File: src/rtl/delta_out_if.sv
// Handshake and data bus between the backprop controller and the
// output-layer delta stage. Activations, targets and derivatives are packed
// Q6.10 words, element k at bits [16k+15:16k].
interface delta_out_if #(
  parameter int N_OUT = 2
);

  logic                  start;
  logic [16*N_OUT-1:0]   a_bus;
  logic [16*N_OUT-1:0]   t_bus;
  logic [16*N_OUT-1:0]   dadz_bus;
  logic [16*N_OUT-1:0]   delta_bus;
  logic                  busy;
  logic                  done;

  modport master (
    output start,
    output a_bus,
    output t_bus,
    output dadz_bus,
    input  delta_bus,
    input  busy,
    input  done
  );

  modport slave (
    input  start,
    input  a_bus,
    input  t_bus,
    input  dadz_bus,
    output delta_bus,
    output busy,
    output done
  );

endinterface

File: src/rtl/delta_out.sv
// Output-layer error stage: delta_j = (a_j - t_j) * dadz_j in Q6.10, one
// shared multiplier walked across the N_OUT neurons after each start.
//
// state | meaning
// ------+---------------------------------------------------------------
// IDLE  | waiting for start; operands latched on the accepting edge
// SUB   | err = a[k] - t[k] (17-bit, exact), dz = dadz[k]
// MUL   | delta[k] = sat(err * dz); advance k or finish
// DONE  | one-cycle completion pulse, start ignored here
module delta_out #(
  parameter int N_OUT = 2
) (
  input  logic        clk,
  input  logic        res,
  delta_out_if.slave  bus
);

  localparam int KW = (N_OUT > 1) ? $clog2(N_OUT) : 1;
  localparam logic [KW-1:0] K_LAST = KW'(N_OUT - 1);

  typedef enum logic [1:0] {
    IDLE = 2'd0,
    SUB  = 2'd1,
    MUL  = 2'd2,
    DONE = 2'd3
  } state_t;

  state_t                    state_q, state_d;
  logic [KW-1:0]             k_q, k_d;
  logic [N_OUT-1:0][15:0]    a_q, a_d;
  logic [N_OUT-1:0][15:0]    t_q, t_d;
  logic [N_OUT-1:0][15:0]    dadz_q, dadz_d;
  logic signed [16:0]        err_q, err_d;
  logic signed [15:0]        dz_q, dz_d;
  logic [N_OUT-1:0][15:0]    delta_q, delta_d;

  logic signed [32:0]        prod;
  logic signed [32:0]        prod_sh;
  logic [15:0]               prod_sat;

  // Saturating Q12.20 -> Q6.10 conversion of the shared multiplier output.
  // After the arithmetic shift, the value fits in 16 bits exactly when the
  // upper 18 bits are pure sign extension (equivalent to prod[32:25] equal).
  always_comb begin
    prod     = err_q * dz_q;
    prod_sh  = prod >>> 10;
    prod_sat = prod_sh[15:0];
    if (!((&prod_sh[32:15]) || (~|prod_sh[32:15]))) begin
      prod_sat = prod[32] ? 16'h8000 : 16'h7FFF;
    end
  end

  // Next-state and datapath updates; outputs are decoded from state_q.
  always_comb begin
    state_d = state_q;
    k_d     = k_q;
    a_d     = a_q;
    t_d     = t_q;
    dadz_d  = dadz_q;
    err_d   = err_q;
    dz_d    = dz_q;
    delta_d = delta_q;

    case (state_q)
      IDLE: begin
        if (bus.start) begin
          a_d     = bus.a_bus;
          t_d     = bus.t_bus;
          dadz_d  = bus.dadz_bus;
          k_d     = '0;
          state_d = SUB;
        end
      end
      SUB: begin
        // Sign-extend to 17 bits so the difference can never overflow.
        err_d   = {a_q[k_q][15], a_q[k_q]} - {t_q[k_q][15], t_q[k_q]};
        dz_d    = dadz_q[k_q];
        state_d = MUL;
      end
      MUL: begin
        delta_d[k_q] = prod_sat;
        if (k_q == K_LAST) begin
          state_d = DONE;
        end else begin
          k_d     = k_q + KW'(1);
          state_d = SUB;
        end
      end
      DONE: begin
        state_d = IDLE;
      end
      default: begin
        state_d = IDLE;
      end
    endcase
  end

  // State and datapath registers with synchronous reset.
  always_ff @(posedge clk) begin
    if (res) begin
      state_q <= IDLE;
      k_q     <= '0;
      a_q     <= '0;
      t_q     <= '0;
      dadz_q  <= '0;
      err_q   <= '0;
      dz_q    <= '0;
      delta_q <= '0;
    end else begin
      state_q <= state_d;
      k_q     <= k_d;
      a_q     <= a_d;
      t_q     <= t_d;
      dadz_q  <= dadz_d;
      err_q   <= err_d;
      dz_q    <= dz_d;
      delta_q <= delta_d;
    end
  end

  assign bus.delta_bus = delta_q;
  assign bus.busy      = (state_q != IDLE);
  assign bus.done      = (state_q == DONE);

endmodule

File: src/flat_wrapper.sv
// flat-port wrapper written by rule: the top's interface ports become plain ports
module delta_out_flat 
#(
  parameter int N_OUT = 2
)
  (clk, res, bus_start, bus_a_bus, bus_t_bus, bus_dadz_bus, bus_delta_bus, bus_busy, bus_done);
  delta_out_if #(.N_OUT(N_OUT)) bus_i ();
  input  logic clk;
  input  logic res;
  input wire logic [$bits(bus_i.start)-1:0] bus_start;
  input wire logic [$bits(bus_i.a_bus)-1:0] bus_a_bus;
  input wire logic [$bits(bus_i.t_bus)-1:0] bus_t_bus;
  input wire logic [$bits(bus_i.dadz_bus)-1:0] bus_dadz_bus;
  output wire logic [$bits(bus_i.delta_bus)-1:0] bus_delta_bus;
  output wire logic [$bits(bus_i.busy)-1:0] bus_busy;
  output wire logic [$bits(bus_i.done)-1:0] bus_done;
  assign bus_i.start = bus_start;
  assign bus_i.a_bus = bus_a_bus;
  assign bus_i.t_bus = bus_t_bus;
  assign bus_i.dadz_bus = bus_dadz_bus;
  assign bus_delta_bus = bus_i.delta_bus;
  assign bus_busy = bus_i.busy;
  assign bus_done = bus_i.done;
  delta_out #(.N_OUT(N_OUT)) u_core (.clk(clk), .res(res), .bus(bus_i));
endmodule
File: config.mk
export PLATFORM = sky130hd
export DESIGN_NAME = delta_out_flat
export DESIGN_NICKNAME = d
export VERILOG_FILES = /design/src/rtl/delta_out_if.sv /design/src/rtl/delta_out.sv /design/src/flat_wrapper.sv
export SDC_FILE = /design/constraint.sdc
export NUM_CORES = 1
export LEC_CHECK = 0
export ABC_AREA = 0
export BUFFER_PORTS_ARGS = -buffer_cell sky130_fd_sc_hd__buf_4
export CORE_MARGIN = 2
export CORE_UTILIZATION = 35
export DETAILED_ROUTE_END_ITERATION = 12
export GPL_ROUTABILITY_DRIVEN = 0
export GPL_TIMING_DRIVEN = 1
export PLACE_DENSITY = 0.54
export SLEW_MARGIN = 5
export SYNTH_ARGS = -nofsm -noshare
export SYNTH_HDL_FRONTEND = slang
export SYNTH_SLANG_ARGS = --single-unit
File: constraint.sdc
create_clock -name clk -period 16 [get_ports clk]
set_input_delay 1.6 -clock clk [delete_from_list [all_inputs] [get_ports clk]]
set_output_delay 1.6 -clock clk [all_outputs]
set_load 0.1 [all_outputs]
==> results of run 1 <==
## layout make-up
| cell class | instances | area [um^2] |
|---|---|---|
| sequential | 164 | 3280 |
| clock inverter | 11 | 164 |
| clock buffer | 20 | 467 |
| tap | 615 | 769 |
| timing repair buffer | 138 | 1040 |
| multi-input combinational | 1375 | 12200 |
| fill | 4900 | 28800 |
| inverter | 314 | 1180 |
## kinds of logic (layout without fill, tap and decap cells)
family,Yosys count,count (layout),share of synthesized area (%)
DFF,164,164,19.3
buffers and inverters,413,483,9.26
AOI/OAI and AO/OA,255,255,9.28
xor gates and xnor gates,34,34,1.75
and+or+nand+nor,664,664,17.8
muxes,49,49,2.99
adders and majority gates,373,373,39.6
## layout by cell type (no fill, tap or decap), types with 4 or more instances in the layout
master / synthesis / routed
a211oi_1: 49 / 49
a21o_1: 10 / 10
a21oi_1: 134 / 134
a31oi_1: 5 / 5
and2_1: 130 / 130
and3_1: 4 / 4
buf_4: 0 / 138
clkbuf_16: 0 / 17
dfxtp_1: 164 / 163
fa_1: 276 / 276
ha_1: 97 / 97
inv_1: 314 / 314
mux2_2: 15 / 15
mux2i_1: 34 / 34
nand2_1: 361 / 361
nand2b_1: 11 / 11
nand3_1: 16 / 16
nand4_1: 4 / 4
nor2_1: 89 / 88
nor2_2: 9 / 9
nor2b_1: 10 / 8
nor3_1: 7 / 7
o21ai_0: 27 / 27
or3_1: 7 / 7
xnor2_1: 24 / 24
xor2_1: 10 / 10
## stage by stage
stage / hold slack (ns) / cell area [um^2] / setup WS (ns)
2_1_floorplan: 0.433 / 17000 / 9.24
6_report: 0.452 / 19100 / 8.24
5_1_grt: 0.469 / 19100 / 7.75
3_3_place_gp: 0.441 / 18400 / 8.41
4_1_cts: 0.454 / 19100 / 8.26
3_5_place_dp: 0.444 / 18400 / 8.26
## how the worst max path moves through the flow
stage | slack (ns) | cells after the start | to | startpoint
after global placement | 8.41 | 21 | u_core.bus.delta_bus[18] | u_core.dz_q[7]
after detailed placement | 8.26 | 21 | u_core.bus.delta_bus[4] | u_core.dz_q[7]
after global routing | 7.75 | 22 | u_core.bus.delta_bus[13] | u_core.dz_q[2]
after CTS | 8.26 | 21 | u_core.bus.delta_bus[4] | u_core.dz_q[8]
after floorplan | 9.24 | 25 | u_core.bus.delta_bus[22] | u_core.dz_q[7]
final | 8.24 | 21 | u_core.bus.delta_bus[4] | u_core.dz_q[7]
## critical path, stage by stage (launching register included)
cell,delay (ns)
dfxtp_1,0.88
nand2_1,0.18
fa_1,0.56
inv_1,0.05
fa_1,0.49
fa_1,0.59
fa_1,0.43
fa_1,0.49
inv_1,0.05
fa_1,0.47
inv_1,0.04
ha_1,0.32
and2_1,0.19
a221o_1,0.37
a221oi_1,0.55
o211ai_1,0.26
a211oi_1,0.36
o21bai_1,0.17
xor2_1,0.22
a31oi_4,0.55
o21ai_0,0.23
o21ai_0,0.21
## registers in the layout (all words and copies together), names as in the netlist
register	cells
u_core.a_q	32
u_core.state_q	2
u_core.bus.delta_bus	32
u_core.k_q	1
u_core.t_q	32
u_core.err_q	17
u_core.dz_q	16
u_core.dadz_q	32
## power groups by stage
| stage | Clock (W) | Sequential [W] | Combinational (W) |
|---|---|---|---|
| 2_1_floorplan | 0 | 0.000479 | 0.000400 |
| 3_3_place_gp | 0 | 0.000495 | 0.000540 |
| 3_5_place_dp | 0 | 0.000497 | 0.000547 |
| 4_1_cts | 0.000451 | 0.000488 | 0.000552 |
| 5_1_grt | 0.000467 | 0.000493 | 0.000619 |
| 6_report | 0.000442 | 0.000488 | 0.000546 |
## layer usage
metal	up-vias	part of all wire, %	wire length (um)
li1	6165	-	-
met1	6501	43	19100
met2	243	51	22400
met3	38	4.2	1860
met4	0	1.7	756
met5	-	0	0
==> impl_metrics.yaml, run 1 <==
logic_synthesis:
  syn_area_per_cell_um2: 8.71
  synth_seq_cells: 164
  yosysSeqAreaShare_pct: 19.3
  yosys.area.top_type_share_pct: 32.5
  synthTopCellsByArea: "fa_1, dfxtp_1, nand2_1, ha_1, inv_1"
  synth_area_um2: 17000
  synth.distinct_cells: 57
  async_flop_share_pct: 0
  yosys_most_used_dff: "dfxtp_1"
  syn_nets: 2424
  synth_commonest_cells: "nand2_1, inv_1, fa_1"
  syn_inst: 1952
  ys_warn_count: 0
  yosys.area.top_type: "fa_1"
  yosys.cell_count.top_type: "nand2_1"
  synth_edf_count: 0
worst_setup_path:
  worst-setup-path-type: "flip-flop to flip-flop"
  cp.arrival_ns: 8.12
  cp_max_fo: 18
  worst_setup_path_start_kind: "flip-flop"
  rrSetupSlack_ns: 8.24
  r2r_end: "u_core.bus.delta_bus[4]"
  rr_worst_depth: 21
  r2r_start: "u_core.dz_q[7]"
  end_kind: "flip-flop"
  cp_data_required_time_ns: 16.36
min_path:
  hp-class: "flip-flop to flip-flop"
  hold_start: "u_core.a_q[15]"
  hold_depth: 2
  hold-path-endpoint: "u_core.a_q[15]"
global_route:
  antenna_found_initial: 2
  grt_first_pass_wirelength_mm: 73.4
  grt.met1_usage_pct: 23.8
  grt_max_degree: 97
  grt.overflow.total: 0
  met3_usage_pct: 2.74
  first_global_vias: 14030
  grt_use_met2_pct: 33.2
  grt_usage_pct: 18.7
  grt_busiest_layer: "met2"
place:
  place_inst: 2606
  hpwlAfterDp_mm: 34.6
  place.port_buffers: 132
outcome:
  status: "complete, no violations"
timing:
  worst_pin_slew_ns: 1.00
  maxSlewHeadroom_pct: 33.0
  fin_skew_ns: 0.0142
  rsz0062_at_grt: "false"
  final-max-slew-violation-count: 0
  tns_ns: 0
  finalSetupViolCount: 0
  fmax_ghz: 0.129
  min_period_ns: 7.76
  post-route-period-util_pct: 48.5
  hold_viol: 0
die:
  rows: 80
  core_um2: 47800
  die_w_um: 224
  dieArea_um2: 50400
  start_util_pct: 35.5
  die_height_um: 224
  io_pins: 133
clock_tree:
  clockBufferDepth: 2
  cts.repair.resized: 0
  post_cts_buffers: 0
  cts.sinks: 164
  clk_latency_ns: 0.44
  clk_pin_slew_ns: 0.07
  cts_buffers: 17
  cts_tree: "done"
  htreeDepth: 4
  cts_root_buf: "clkbuf_16"
  hold_buffers: 0
route:
  drc: 0
  ant_nets: 0
  drt_iter0_markers: 618
  first_pass_iters: 5
  wire_per_inst_um: 16.7
  via_per_inst: 4.91
  routed_wl_mm: 44.1
  num_vias: 12947
pwr:
  ir_worst_vdd_v: 0.0000975
  p_per_area_nw_per_um2: 77.4
  p_total_w: 0.00148
  clkPwrFrac_pct: 29.9
  p_leak_nw: 8.93
  p_switching_w: 0.000573
  combPwrFrac_pct: 37.0
  switching_share_pct: 38.8
  seq_power_share_pct: 33.1
  p_int_w: 0.000903
cells_and_area:
  drive_above_1_share_pct: 10.3
  instances_no_fill: 2637
  post-route-util_pct: 39.8
  area_growth_pct: 12.1
  fin_nets: 2482
  antenna_cells: 0
job:
  maxCapViolCount: 0
(Power assumes the default switching activity.)
==> run 2: changes to the inputs <==
- ABC_AREA: 0 -> 1
- clock period: 16 -> 7.7 ns (I/O delays scaled with it)
==> run 2 against run 1 <==
Power up 130%. Die area up 8.4%. Design area up 8.0%. Clock power up 94%. Non-clock buffer count up 18. Highest routed layer unchanged.
==> impl_metrics.yaml, run 2 <==
clock_tree:
  cts.repair.resized: 0
  clk_pin_slew_ns: 0.08
  clockBufferDepth: 2
  post_cts_buffers: 0
  cts_tree: "done"
  clk_latency_ns: 0.46
  cts.sinks: 164
  cts_root_buf: "clkbuf_16"
  hold_buffers: 0
  htreeDepth: 4
  cts_buffers: 17
logic_synthesis:
  syn_inst: 2538
  yosys.area.top_type: "fa_1"
  synth_area_um2: 18500
  synthTopCellsByArea: "fa_1, dfxtp_1, nand2_1, inv_1, ha_1"
  synth_commonest_cells: "nand2_1, inv_1, fa_1"
  syn_area_per_cell_um2: 7.28
  yosys.area.top_type_share_pct: 29.9
  synth.distinct_cells: 41
  synth_edf_count: 0
  syn_nets: 3010
  yosysSeqAreaShare_pct: 17.8
  yosys_most_used_dff: "dfxtp_1"
  async_flop_share_pct: 0
  yosys.cell_count.top_type: "nand2_1"
  synth_seq_cells: 164
  ys_warn_count: 0
route:
  num_vias: 15445
  first_pass_iters: 5
  wire_per_inst_um: 15.0
  routed_wl_mm: 49.3
  via_per_inst: 4.70
  ant_nets: 0
  drc: 0
  drt_iter0_markers: 836
pwr:
  ir_worst_vdd_v: 0.000127
  p_per_area_nw_per_um2: 161
  p_leak_nw: 11.6
place:
  place.port_buffers: 132
  hpwlAfterDp_mm: 39.4
  place_inst: 3255
die:
  start_util_pct: 35.3
  core_um2: 52300
  dieArea_um2: 54600
  rows: 84
  io_pins: 133
  die_w_um: 234
  die_height_um: 234
timing:
  maxSlewHeadroom_pct: 32.6
  min_period_ns: 6.97
  worst_pin_slew_ns: 1.01
  hold_viol: 0
  tns_ns: 0
  fin_skew_ns: 0.0231
  post-route-period-util_pct: 90.5
  finalSetupViolCount: 0
  fmax_ghz: 0.144
  final-max-slew-violation-count: 0
  rsz0062_at_grt: "false"
cells_and_area:
  instances_no_fill: 3287
  final_common_cell: "nand2_1"
  fin_nets: 3058
  post-route-util_pct: 39.3
  area_growth_pct: 11.5
  final_cell_mix: "nand2_1, inv_1, fa_1"
  drive_above_1_share_pct: 8.46
  antenna_cells: 0
job:
  maxCapViolCount: 0
worst_setup_path:
  cp_max_fo: 30
  worst-setup-path-type: "flip-flop to flip-flop"
  cp.arrival_ns: 7.31
  cp_data_required_time_ns: 8.04
  end_kind: "flip-flop"
  worst_setup_path_start_kind: "flip-flop"
global_route:
  antenna_found_initial: 0
  grt_max_degree: 100
  grt.overflow.total: 0
  grt_first_pass_wirelength_mm: 82.5
  grt_usage_pct: 19.2
  first_global_vias: 16080
outcome:
  status: "complete, no violations"
min_path:
  hp-class: "flip-flop to flip-flop"
[run 2: cell types whose count changed after synthesis, moves of 29 or more]
cell / delta
inv_1: +259
nand2_1: +239
nor2_1: +182
and2_1: -129
o21ai_0: +111
nand3_1: +54
a21oi_1: -52
a211oi_1: -49
clkbuf_1: +30
o21a_1: +29
[run 2: report_power, final]
group | internal, W | leakage [nW] | switching (W) | total, W
Combinational | 0.000505 | 9.99 | 0.000925 | 0.00143
Sequential | 0.000919 | 1.35 | 0.000116 | 0.00104
Clock | 0.000435 | 0.281 | 0.000424 | 0.000858
[run 2: routing by layer]
layer | up-vias | global-route usage, % | wire length [um] | part of all wire (%)
met5 | - | 0 | 0 | 0
met4 | 0 | 4.89 | 928 | 1.9
met3 | 49 | 2.22 | 1920 | 3.9
met2 | 310 | 34.4 | 24900 | 50
met1 | 7534 | 24.3 | 21600 | 44
li1 | 7552 | - | - | -
[run 2: cell type report]
type | count | area (um^2)
fillers | 5559 | 31800
multi-input cells | 1670 | 12500
flip-flops and latches | 164 | 3280
inverters | 577 | 2170
repair buffers | 156 | 1170
well taps | 688 | 861
clock buffers | 18 | 429
clock inverters | 14 | 151
[run 2: logic make-up (layout without fill, tap and decap cells)]
| logic type | after synthesis | count (layout) | share of synthesized area, % |
|---|---|---|---|
| AO/OA/AOI/OAI | 267 | 267 | 7.84 |
| XOR/XNOR | 32 | 32 | 1.52 |
| adder cells (fa/ha/maj) | 373 | 373 | 36.5 |
| buffers and inverters | 704 | 765 | 14.5 |
| flip-flops | 164 | 164 | 17.8 |
| multiplexers | 15 | 15 | 0.813 |
| AND/OR/NAND/NOR | 983 | 983 | 21.1 |
[run 2: path summary, 6_finish.rpt]
path                           from                        to  slack (ns)  depth (start not counted)
setup / recovery     u_core.dz_q[1]  u_core.bus.delta_bus[16]        0.73                         25
hold / removal    u_core.dadz_q[27]           u_core.dz_q[11]        0.45                          2
hold reg to reg   u_core.dadz_q[27]           u_core.dz_q[11]        0.45                          2
setup reg to reg     u_core.dz_q[1]  u_core.bus.delta_bus[16]        0.73                         25
[run 2: per-stage QoR]
| stage | hold slack, ns | instance area, um^2 | worst slack, ns | power (W) |
|---|---|---|---|---|
| 3_3_place_gp | 0.445 | 20000 | 1.01 | 0.00247 |
| 6_report | 0.447 | 20600 | 0.731 | 0.00332 |
| 4_1_cts | 0.450 | 20600 | 0.747 | 0.00336 |
| 3_5_place_dp | 0.451 | 20000 | 0.819 | 0.00248 |
| 5_1_grt | 0.462 | 20600 | 0.181 | 0.00358 |
| 2_1_floorplan | 0.430 | 18500 | 1.55 | 0.00204 |
[run 2: critical path, stage by stage, from the launching register on]
cell	delay [ns]
dfxtp_1	0.75
nand2_1	0.20
inv_1	0.17
fa_1	0.56
fa_1	0.91
fa_1	0.54
fa_1	0.50
fa_1	0.48
inv_1	0.05
fa_1	0.49
inv_1	0.05
ha_1	0.34
nand2_1	0.14
nor2_1	0.21
nand2_1	0.12
nor4_1	0.26
nand2_2	0.13
nand3_1	0.09
nand2_1	0.07
nor2_1	0.10
nand3_1	0.08
nand2_1	0.07
buf_4	0.30
nand3_1	0.12
nand2_1	0.08
inv_1	0.04
==> run 3: changes to the inputs <==
- ABC_AREA: 1 -> 0
==> run 3 against run 2 <==
Power fell by 7.4%. Design area fell by 6.0%. Worst hold slack improved by 0.0067 ns. Final cell count fell by 19%. Non-clock buffer count rose by 21. Sequential cell count did not move. First-iteration DRC count fell by 15%. Count of clock-buffer cells in the layout rose by 2. Critical path type unchanged. Critical endpoint is now u_core.bus.delta_bus[14]. Largest cell class unchanged.
==> impl_metrics.yaml, run 3 (synthesized netlist as in run 1, its figures left out) <==
clock_tree:
  cts_buffers: 17
  clk_latency_ns: 0.44
  clk_pin_slew_ns: 0.07
  cts_tree: "done"
  htreeDepth: 4
  cts.sinks: 164
  cts_root_buf: "clkbuf_16"
  clockBufferDepth: 2
die:
  dieArea_um2: 50400
  core_um2: 47800
  die_w_um: 224
  rows: 80
  io_pins: 133
  start_util_pct: 35.5
  die_height_um: 224
cells_and_area:
  antenna_cells: 0
  area_growth_pct: 13.8
  regArea_um2: 3290
  instances_no_fill: 2677
  fillers: 4930
  drive_above_1_share_pct: 12.5
  fin_nets: 2521
  final_cell_mix: "nand2_1, inv_1, fa_1"
  final_common_cell: "nand2_1"
  multi_input_area_um2: 12200
worst_setup_path:
  cp.arrival_ns: 7.59
  end_kind: "flip-flop"
  worst-setup-path-type: "flip-flop to flip-flop"
  cp_max_fo: 11
  cp_data_required_time_ns: 8.04
  worst_setup_path_start_kind: "flip-flop"
timing:
  post-route-period-util_pct: 94.2
  fin_skew_ns: 0.0173
  hold_slack_ns: 0.454
  min_period_ns: 7.26
  maxSlewHeadroom_pct: 33.1
  worst_pin_slew_ns: 1.00
  hold_viol: 0
  final.setup.worst_slack_ns: 0.444
  finalSetupViolCount: 0
  final-max-slew-violation-count: 0
  fmax_ghz: 0.138
  rsz0062_at_grt: "false"
  tns_ns: 0
place:
  hpwlAfterDp_mm: 36.4
  place_inst: 2643
  place.port_buffers: 132
  pre_cts_ws_ns: 0.0596
route:
  wire_per_inst_um: 16.8
  routed_wl_mm: 45.1
  ant_nets: 0
  drt_iter0_markers: 712
  first_pass_iters: 5
  num_vias: 13219
  drc: 0
  via_per_inst: 4.94
job:
  maxCapViolCount: 0
pwr:
  p_leak_nw: 9.13
  ir_worst_vdd_v: 0.000173
  p_per_area_nw_per_um2: 159
global_route:
  antenna_found_initial: 2
  grt_first_pass_wirelength_mm: 75.1
  grt_usage_pct: 19.2
  grt.overflow.total: 0
  grt_max_degree: 97
  first_global_vias: 14382
min_path:
  hp-class: "flip-flop to flip-flop"
outcome:
  status: "complete, no violations"
-- run 3: changes by cell type in the layout (fill, tap and decap cells not counted), sizes merged, moves of 21 or more --
cell    delta
nand2    -256
nand3     -55
nor2     -173
a211oi    +50
o21a      -29
a21oi     +54
and2     +129
buf       +21
o21ai    -113
inv      -262
-- run 3: layer usage --
layer | routed length (um) | vias to the layer above | track usage (%)
li1 | - | 6236 | -
met4 | 1250 | 0 | 6.07
met5 | 0 | - | 0
met2 | 22300 | 303 | 33.3
met3 | 2140 | 65 | 2.46
met1 | 19400 | 6615 | 24.7
-- run 3: critical path, stage by stage (launching register included) --
cell and delay (ns):
dfxtp_1 0.60, nand2_1 0.15, fa_1 0.55, inv_1 0.05, fa_1 0.48, fa_1 0.59, fa_1 0.44, fa_1 0.49
inv_1 0.05, fa_1 0.48, inv_1 0.04, ha_1 0.32, and2_1 0.17, a221o_1 0.38, a221oi_2 0.43, o211ai_1 0.22
a211oi_1 0.38, nor2_1 0.10, a211oi_1 0.24, a41oi_2 0.24, nand2_1 0.11, nand2_1 0.28, a211oi_1 0.34
-- run 3: repair_timing --
action                                  4_1_cts  5_1_grt
endpoints found under the setup margin        0       31
setup buffers                                 0        2
hold buffers                                  0        0
resized for setup                             0        9
endpoints found under the hold margin         0        0
-- run 3: path summary, 6_finish.rpt --
kind | startpoint | endpoint | slack (ns) | cells past startpoint
setup / recovery | u_core.err_q[11] | u_core.bus.delta_bus[14] | 0.44 | 22
hold / removal | u_core.a_q[12] | u_core.a_q[12] | 0.45 | 2
setup reg to reg | u_core.err_q[11] | u_core.bus.delta_bus[14] | 0.44 | 22
hold reg to reg | u_core.a_q[12] | u_core.a_q[12] | 0.45 | 2
-- run 3: final cells by class --
cell class	count	area share (%)
multi-input combinational	1375	62.9
sequential	164	17.0
timing repair buffer	177	6.93
inverter	314	6.09
tap	615	3.98
clock buffer	20	2.41
clock inverter	12	0.672
-- run 3: report_power, final --
part           internal, W  leakage [nW]  switching, W
clock             0.000484         0.299      0.000380
sequential        0.000904          1.35     0.0000737
combinational     0.000473          7.49      0.000764
total              0.00186          9.13       0.00122
-- run 3: stage by stage --
| stage | utilization (%) | power (W) | area (um^2) |
|---|---|---|---|
| detailed placement | 39.1 | 0.00220 | 18700 |
| CTS | 40.4 | 0.00307 | 19300 |
| global route | 40.4 | 0.00330 | 19400 |
| finish | 40.4 | 0.00308 | 19400 |
| global placement | 39.1 | 0.00218 | 18700 |
| floorplan | - | 0.00183 | 17000 |
